### src/rtl/cpu_pkg.sv
// Shared fetch-stage types and constants: word/address widths, PC step, fetch FSM states.
// The alignment helper forces the low two address bits to zero.
package cpu_pkg;

  localparam int INSTR_W = 32;
  localparam int ADDR_W  = 32;
  localparam logic [ADDR_W-1:0] PC_INCR = ADDR_W'(4);

  typedef enum logic [1:0] {
    IDLE  = 2'd0,
    REQ   = 2'd1,
    HOLD  = 2'd2,
    FLUSH = 2'd3
  } fetch_state_t;

  function automatic logic [ADDR_W-1:0] word_align(input logic [ADDR_W-1:0] addr);
    return addr & ~ADDR_W'(3);
  endfunction

endpackage

### src/rtl/pc_register.sv
// Program counter with redirect load and sequential increment; redirect wins over increment.
// pc_next is the value the register takes on the coming edge, so callers can latch it in the same cycle.
module pc_register
  import cpu_pkg::*;
#(
  parameter logic [ADDR_W-1:0] RESET_PC = 32'h0000_0000
) (
  input  logic              clk,
  input  logic              rst,
  input  logic              load,
  input  logic [ADDR_W-1:0] load_addr,
  input  logic              incr,
  output logic [ADDR_W-1:0] pc_next
);

  logic [ADDR_W-1:0] pc;

  always_comb begin
    pc_next = pc;
    if (load) begin
      pc_next = word_align(load_addr);
    end else if (incr) begin
      pc_next = pc + PC_INCR;
    end
  end

  always_ff @(posedge clk) begin
    if (rst) begin
      pc <= RESET_PC;
    end else begin
      pc <= pc_next;
    end
  end

endmodule

### src/rtl/instruction_fetch.sv
// Fetch stage: one outstanding imem read, ack in cycle N presents the word in N+1 (2 cycles/instr best case).
// Holds the presented word until decode accepts it; a redirect discards any in-flight or held word.
module instruction_fetch
  import cpu_pkg::*;
#(
  parameter logic [ADDR_W-1:0] RESET_PC = 32'h0000_0000
) (
  input  logic               clk,
  input  logic               rst,
  input  logic               branch_taken,
  input  logic [ADDR_W-1:0]  branch_target,
  output logic               imem_req,
  output logic [ADDR_W-1:0]  imem_addr,
  input  logic               imem_ack,
  input  logic [INSTR_W-1:0] imem_rdata,
  output logic [INSTR_W-1:0] instruction,
  output logic [ADDR_W-1:0]  inst_pc,
  output logic               inst_valid,
  input  logic               inst_ready
);

  fetch_state_t      state;
  fetch_state_t      state_next;
  logic [ADDR_W-1:0] req_addr;
  logic [ADDR_W-1:0] pc_next;
  logic              pc_load;
  logic              capture;
  logic              req_load;
  logic              valid_clr;
  logic              transfer;

  assign transfer  = inst_valid && inst_ready;
  assign imem_req  = (state == REQ) || (state == FLUSH);
  assign imem_addr = req_addr;

  pc_register #(
    .RESET_PC (RESET_PC)
  ) u_pc (
    .clk       (clk),
    .rst       (rst),
    .load      (pc_load),
    .load_addr (branch_target),
    .incr      (capture),
    .pc_next   (pc_next)
  );

  always_ff @(posedge clk) begin
    if (rst) begin
      state <= IDLE;
    end else begin
      state <= state_next;
    end
  end

  // Every entry into REQ latches req_addr from pc_next, so a redirect taken
  // in the same cycle is fetched directly.
  always_comb begin
    state_next = state;
    pc_load    = 1'b0;
    capture    = 1'b0;
    req_load   = 1'b0;
    valid_clr  = 1'b0;
    case (state)
      IDLE: begin
        pc_load    = branch_taken;
        req_load   = 1'b1;
        state_next = REQ;
      end
      REQ: begin
        if (branch_taken) begin
          pc_load = 1'b1;
          if (imem_ack) begin
            req_load   = 1'b1;
            state_next = REQ;
          end else begin
            state_next = FLUSH;
          end
        end else if (imem_ack) begin
          capture    = 1'b1;
          state_next = HOLD;
        end
      end
      HOLD: begin
        pc_load   = branch_taken;
        valid_clr = branch_taken || transfer;
        if (branch_taken || transfer) begin
          req_load   = 1'b1;
          state_next = REQ;
        end
      end
      FLUSH: begin
        pc_load = branch_taken;
        if (imem_ack) begin
          req_load   = 1'b1;
          state_next = REQ;
        end
      end
      default: begin
        state_next = IDLE;
      end
    endcase
  end

  always_ff @(posedge clk) begin
    if (rst) begin
      req_addr <= RESET_PC;
    end else if (req_load) begin
      req_addr <= pc_next;
    end
  end

  always_ff @(posedge clk) begin
    if (rst) begin
      instruction <= '0;
      inst_pc     <= '0;
      inst_valid  <= 1'b0;
    end else if (capture) begin
      instruction <= imem_rdata;
      inst_pc     <= req_addr;
      inst_valid  <= 1'b1;
    end else if (valid_clr) begin
      inst_valid  <= 1'b0;
    end
  end

endmodule

### config.mk
export PLATFORM = sky130hd
export DESIGN_NAME = instruction_fetch
export DESIGN_NICKNAME = d
export VERILOG_FILES = /design/src/rtl/cpu_pkg.sv /design/src/rtl/pc_register.sv /design/src/rtl/instruction_fetch.sv
export SDC_FILE = /design/constraint.sdc
export NUM_CORES = 1
export LEC_CHECK = 0
export BUFFER_PORTS_ARGS = -buffer_cell sky130_fd_sc_hd__buf_4
export CAP_MARGIN = 20
export CORE_MARGIN = 2
export CORE_UTILIZATION = 35
export CTS_BUF_LIST = sky130_fd_sc_hd__clkbuf_8
export CTS_CLUSTER_SIZE = 12
export DETAILED_ROUTE_END_ITERATION = 7
export PLACE_DENSITY_LB_ADDON = 0.2
export SYNTH_ARGS = -nofsm -noshare
export SYNTH_HDL_FRONTEND = slang
export SYNTH_SLANG_ARGS = --single-unit
### constraint.sdc
create_clock -name clk -period 2.9 [get_ports clk]
set_clock_uncertainty 0.2 [all_clocks]
set_input_delay 0.58 -clock clk [delete_from_list [all_inputs] [get_ports clk]]
set_output_delay 0.58 -clock clk [all_outputs]
set_load 0.01 [all_outputs]
==> results summary <==
The CTS clock-pin slew for the worst setup and hold paths came out at 0.08 ns. The final critical-path required period is 2.47 ns. The via count of the first global-routing pass is 5,071. The initial utilization of the core area, before any placement, comes to 35.6%. The number of buffers inserted by port buffering is 164. The final weighted congestion in routability-driven placement came out at 0.841. The number of violations of the max-capacitance limit came out at 0. Setup violations remaining at the end of the flow were counted as 0. The share of synthesized registers carrying an async set or reset came out at 0%. The maximum number of pins on one net before global-route repair is 80. The first-pass GRT wire length is 25,600 um. The overall global routing resource usage came out at 20.0%. The largest fanout of any net on the critical path came out at 7. The worst max-slew margin expressed relative to the limit is 44.7%. STA classifies the critical path startpoint as a flip-flop. For this run, the slowest stage of the critical path takes 0.43 ns. After detailed routing, the number of remaining DRC violations is 0. The count of nets left with antenna violations once routing finished came out at 0.

At the pin with the least slew margin, the transition time is 0.829 ns. The number of hold violations in the final report is 0. The number of distinct library cells after synthesis is 50.

The mean cell area of the mapped netlist came out at 8.15 um^2. The synthesized design contains 131 register bits. The met3 usage in global routing came out at 5.72%. The quantity of hold-fixing buffers added after cts is 0. The die area is 0.0164 mm^2. The post-detailed-routing wire length came out at 15,900 um. The cell row count came out at 45. The number of clock buffers added by TritonCTS is 17. The total congestion overflow is 0. The pre-CTS setup slack is 0.183 ns. The routing usage on met1 is 24.3%. The endpoint of the worst hold path is instruction[28]. The worst setup path is captured at a flip-flop.

Of the synthesized area, sequential elements account for 48.8%. The ratio of cells with drive above 1 in the final layout came out at 27.5%. The worst setup slack for register-to-register paths is 0.43 ns. The final number of max-transition violations is 0. Setup repair after global routing left no endpoint under its margin. The critical-path cell with the highest stage delay is nor3b_1.

The wire-length estimate of the detail-placed layout is 11,000 um. The number of buffers between clock root and the deepest sink is 2. Counting flops with a built-in enable in the synthesized netlist gives 0. In this run the most used layer during global routing was met2. The average wire per standard cell is 15.7 um. The floorplan step set the die height to 128 um.

The post-cts sizing count came out at 0. VDD sags by at most 0.300 mV. The fmax came out at 0.405 GHz. The critical path in this run is classified as reg2reg.

The sum of buffers and inverters on the critical path came out at 1. The number of cells in the finished layout apart from fillers came out at 1,012. The deepest level of the CTS H-tree came out at 4. Summing over every cut layer, the via total after detailed routing is 5,271. The floorplan core area is 0.0151 mm^2. For this run, global-route usage on met2 was measured as 34.3%.

The endpoint required time on the critical path came out at 2.99 ns. The area growth from synthesis to layout came out at 35.8%. The DRC violation total after the first TritonRoute iteration came out at 390. The destination of the worst register-to-register timing path is imem_addr[16]. The first-pass iteration count of the detailed router is 4. On the critical path the largest part of the delay comes from simple AND/OR/NAND/NOR gates. The filler cell count came out at 1,460.

CTS placed an instance of clkbuf_8 at the clock tree root. The portion of the clock cycle consumed by the worst path in the final layout came out at 85.2%. The analysis attributes to cell leakage a power of 0.00298 uW. After detailed routing, the number of vias per cell comes to 5.21. Traced cell by cell, the critical path runs through nor3b_1, nand4_1, o21a_1, o311ai_0, buf_4, a21oi_1. The number of setup buffers added after CTS came out at 0.

The Yosys step of the flow raised 0 warnings. The most used flip-flop cell after synthesis is dfxtp_1. The flow ran to the end, and the final reports show no timing, DRC or antenna violations. The number of nets handed over by synthesis was 730. The depth of the worst register-to-register path is 6. The worst register-to-register path begins at state[1].

The total power density per cell area is 579 mW/mm^2. After layout, the design draws a total of 4230 uW. The clock latency of the later-clocked register in the worst-skew pair came out at 0.44 ns.

The instance count of the mapped netlist is 660. In the post-route analysis, the smallest setup slack over all paths is 0.428 ns. The final net count came out at 881.

The number of top-level design ports is 167. The number of antenna violations at the first check in global routing came out at 0. The number of sinks handled by clock tree synthesis came out at 131. The post-synthesis instance area is 0.00538 mm^2. The endpoint arrival time on the critical path is 2.56 ns. TritonCTS built the clock tree.

The origin of the worst min-delay path is imem_rdata[28]. The total placed cells including tap cells came out at 980. In this run the horizontal extent of the chip is 128 um. The post-route setup TNS is 0 ns. The class of the worst hold path is in2reg. The hold path depth came out at 3. The repair_antennas step left the layout with diodes totalling 0.
==> synth_stat cells (all sizes together), types with 8 or more instances <==
cell type	instances	area, um^2
nand2	165	619
dfxtp	131	2620
a21oi	83	415
clkbuf	40	150
nor2	30	113
nand3	26	130
nor3	20	100
and3	12	75.1
buf	11	60.1
nor4	11	75.1
o21ai	10	50.1
xnor2	10	87.6
nand4	9	56.3
nand2b	8	50.1
o41ai	8	77.6
==> report_power, final <==
group / internal, uW / total [uW] / switching (uW)
Sequential: 1890 / 1970 / 85.0
Clock: 1010 / 1750 / 746
Combinational: 241 / 505 / 263
Total: 3130 / 4230 / 1090
==> flip-flops by register name (all words and copies together) (netlist names) <==
name         cells
imem_addr       32
inst_pc         32
inst_valid       1
instruction     32
state            2
u_pc.pc         32
==> stage by stage <==
stage / hold slack (ns) / area [um^2] / utilization [%]
floorplan: 0.251 / 5380 / -
global placement: 0.242 / 6850 / 45.4
detailed placement: 0.248 / 6850 / 45.4
CTS: 0.154 / 7300 / 48.4
global route: 0.158 / 7300 / 48.4
finish: 0.178 / 7300 / 48.4
==> cell families after synthesis <==
family,share of synthesized area (%)
mux,1.72
xor+xnor,1.95
buf+inv,4.19
fa+ha+maj,0.233
compound gates,17.5
simple gates,25.6
flops,48.8
==> layout make-up <==
class / instances / area (um^2) / share of cell area (%)
Clock inverter: 12 / 178 / 2.43
Tap cell: 188 / 235 / 3.22
Inverter: 4 / 15.0 / 0.206
Clock buffer: 20 / 275 / 3.77
Multi-Input combinational cell: 474 / 2580 / 35.3
Timing Repair Buffer: 183 / 1400 / 19.2
Sequential cell: 131 / 2620 / 35.9
==> placed cells by master (no fill, tap or decap), types with 5 or more instances in the layout <==
| master | count |
|---|---|
| xnor2_1 | 10 |
| nand2b_1 | 8 |
| buf_4 | 181 |
| o41ai_1 | 7 |
| nand4_1 | 9 |
| nand3_1 | 26 |
| nor3_1 | 20 |
| clkbuf_8 | 20 |
| nand2_1 | 165 |
| o31a_1 | 5 |
| mux2i_1 | 7 |
| a21o_1 | 5 |
| and3_1 | 12 |
| nor2_1 | 30 |
| nor4_1 | 10 |
| o31ai_1 | 6 |
| dfxtp_1 | 131 |
| a21oi_1 | 83 |
| o21ai_0 | 10 |
| a31oi_1 | 6 |
==> worst register-to-register path, stage by stage (launching register included) <==
cell      delay (ns)
dfxtp_1         0.39
nor3b_1         0.43
nand4_1         0.39
o21a_1          0.30
o311ai_0        0.37
buf_4           0.18
a21oi_1         0.06
==> worst max-delay path by stage <==
| stage | from | end | slack, ns | cells after the start |
|---|---|---|---|---|
| 2_1_floorplan | branch_taken | imem_addr[25] | 0.31 | 8 |
| 3_3_place_gp | branch_taken | imem_addr[27] | 0.19 | 6 |
| 3_5_place_dp | branch_taken | imem_addr[27] | 0.18 | 6 |
| 4_1_cts | state[1] | imem_addr[16] | 0.46 | 6 |
| 5_1_grt | state[1] | imem_addr[16] | 0.32 | 6 |
| 6_report | state[1] | imem_addr[16] | 0.43 | 6 |
==> metal layers <==
| layer | share of wire (%) | vias to the layer above | wire [um] |
|---|---|---|---|
| li1 | - | 2601 | - |
| met1 | 44 | 2502 | 6990 |
| met2 | 49 | 149 | 7830 |
| met3 | 5.3 | 19 | 843 |
| met4 | 1.5 | 0 | 245 |
| met5 | 0 | - | 0 |
Power figures use the tool's default switching activity.
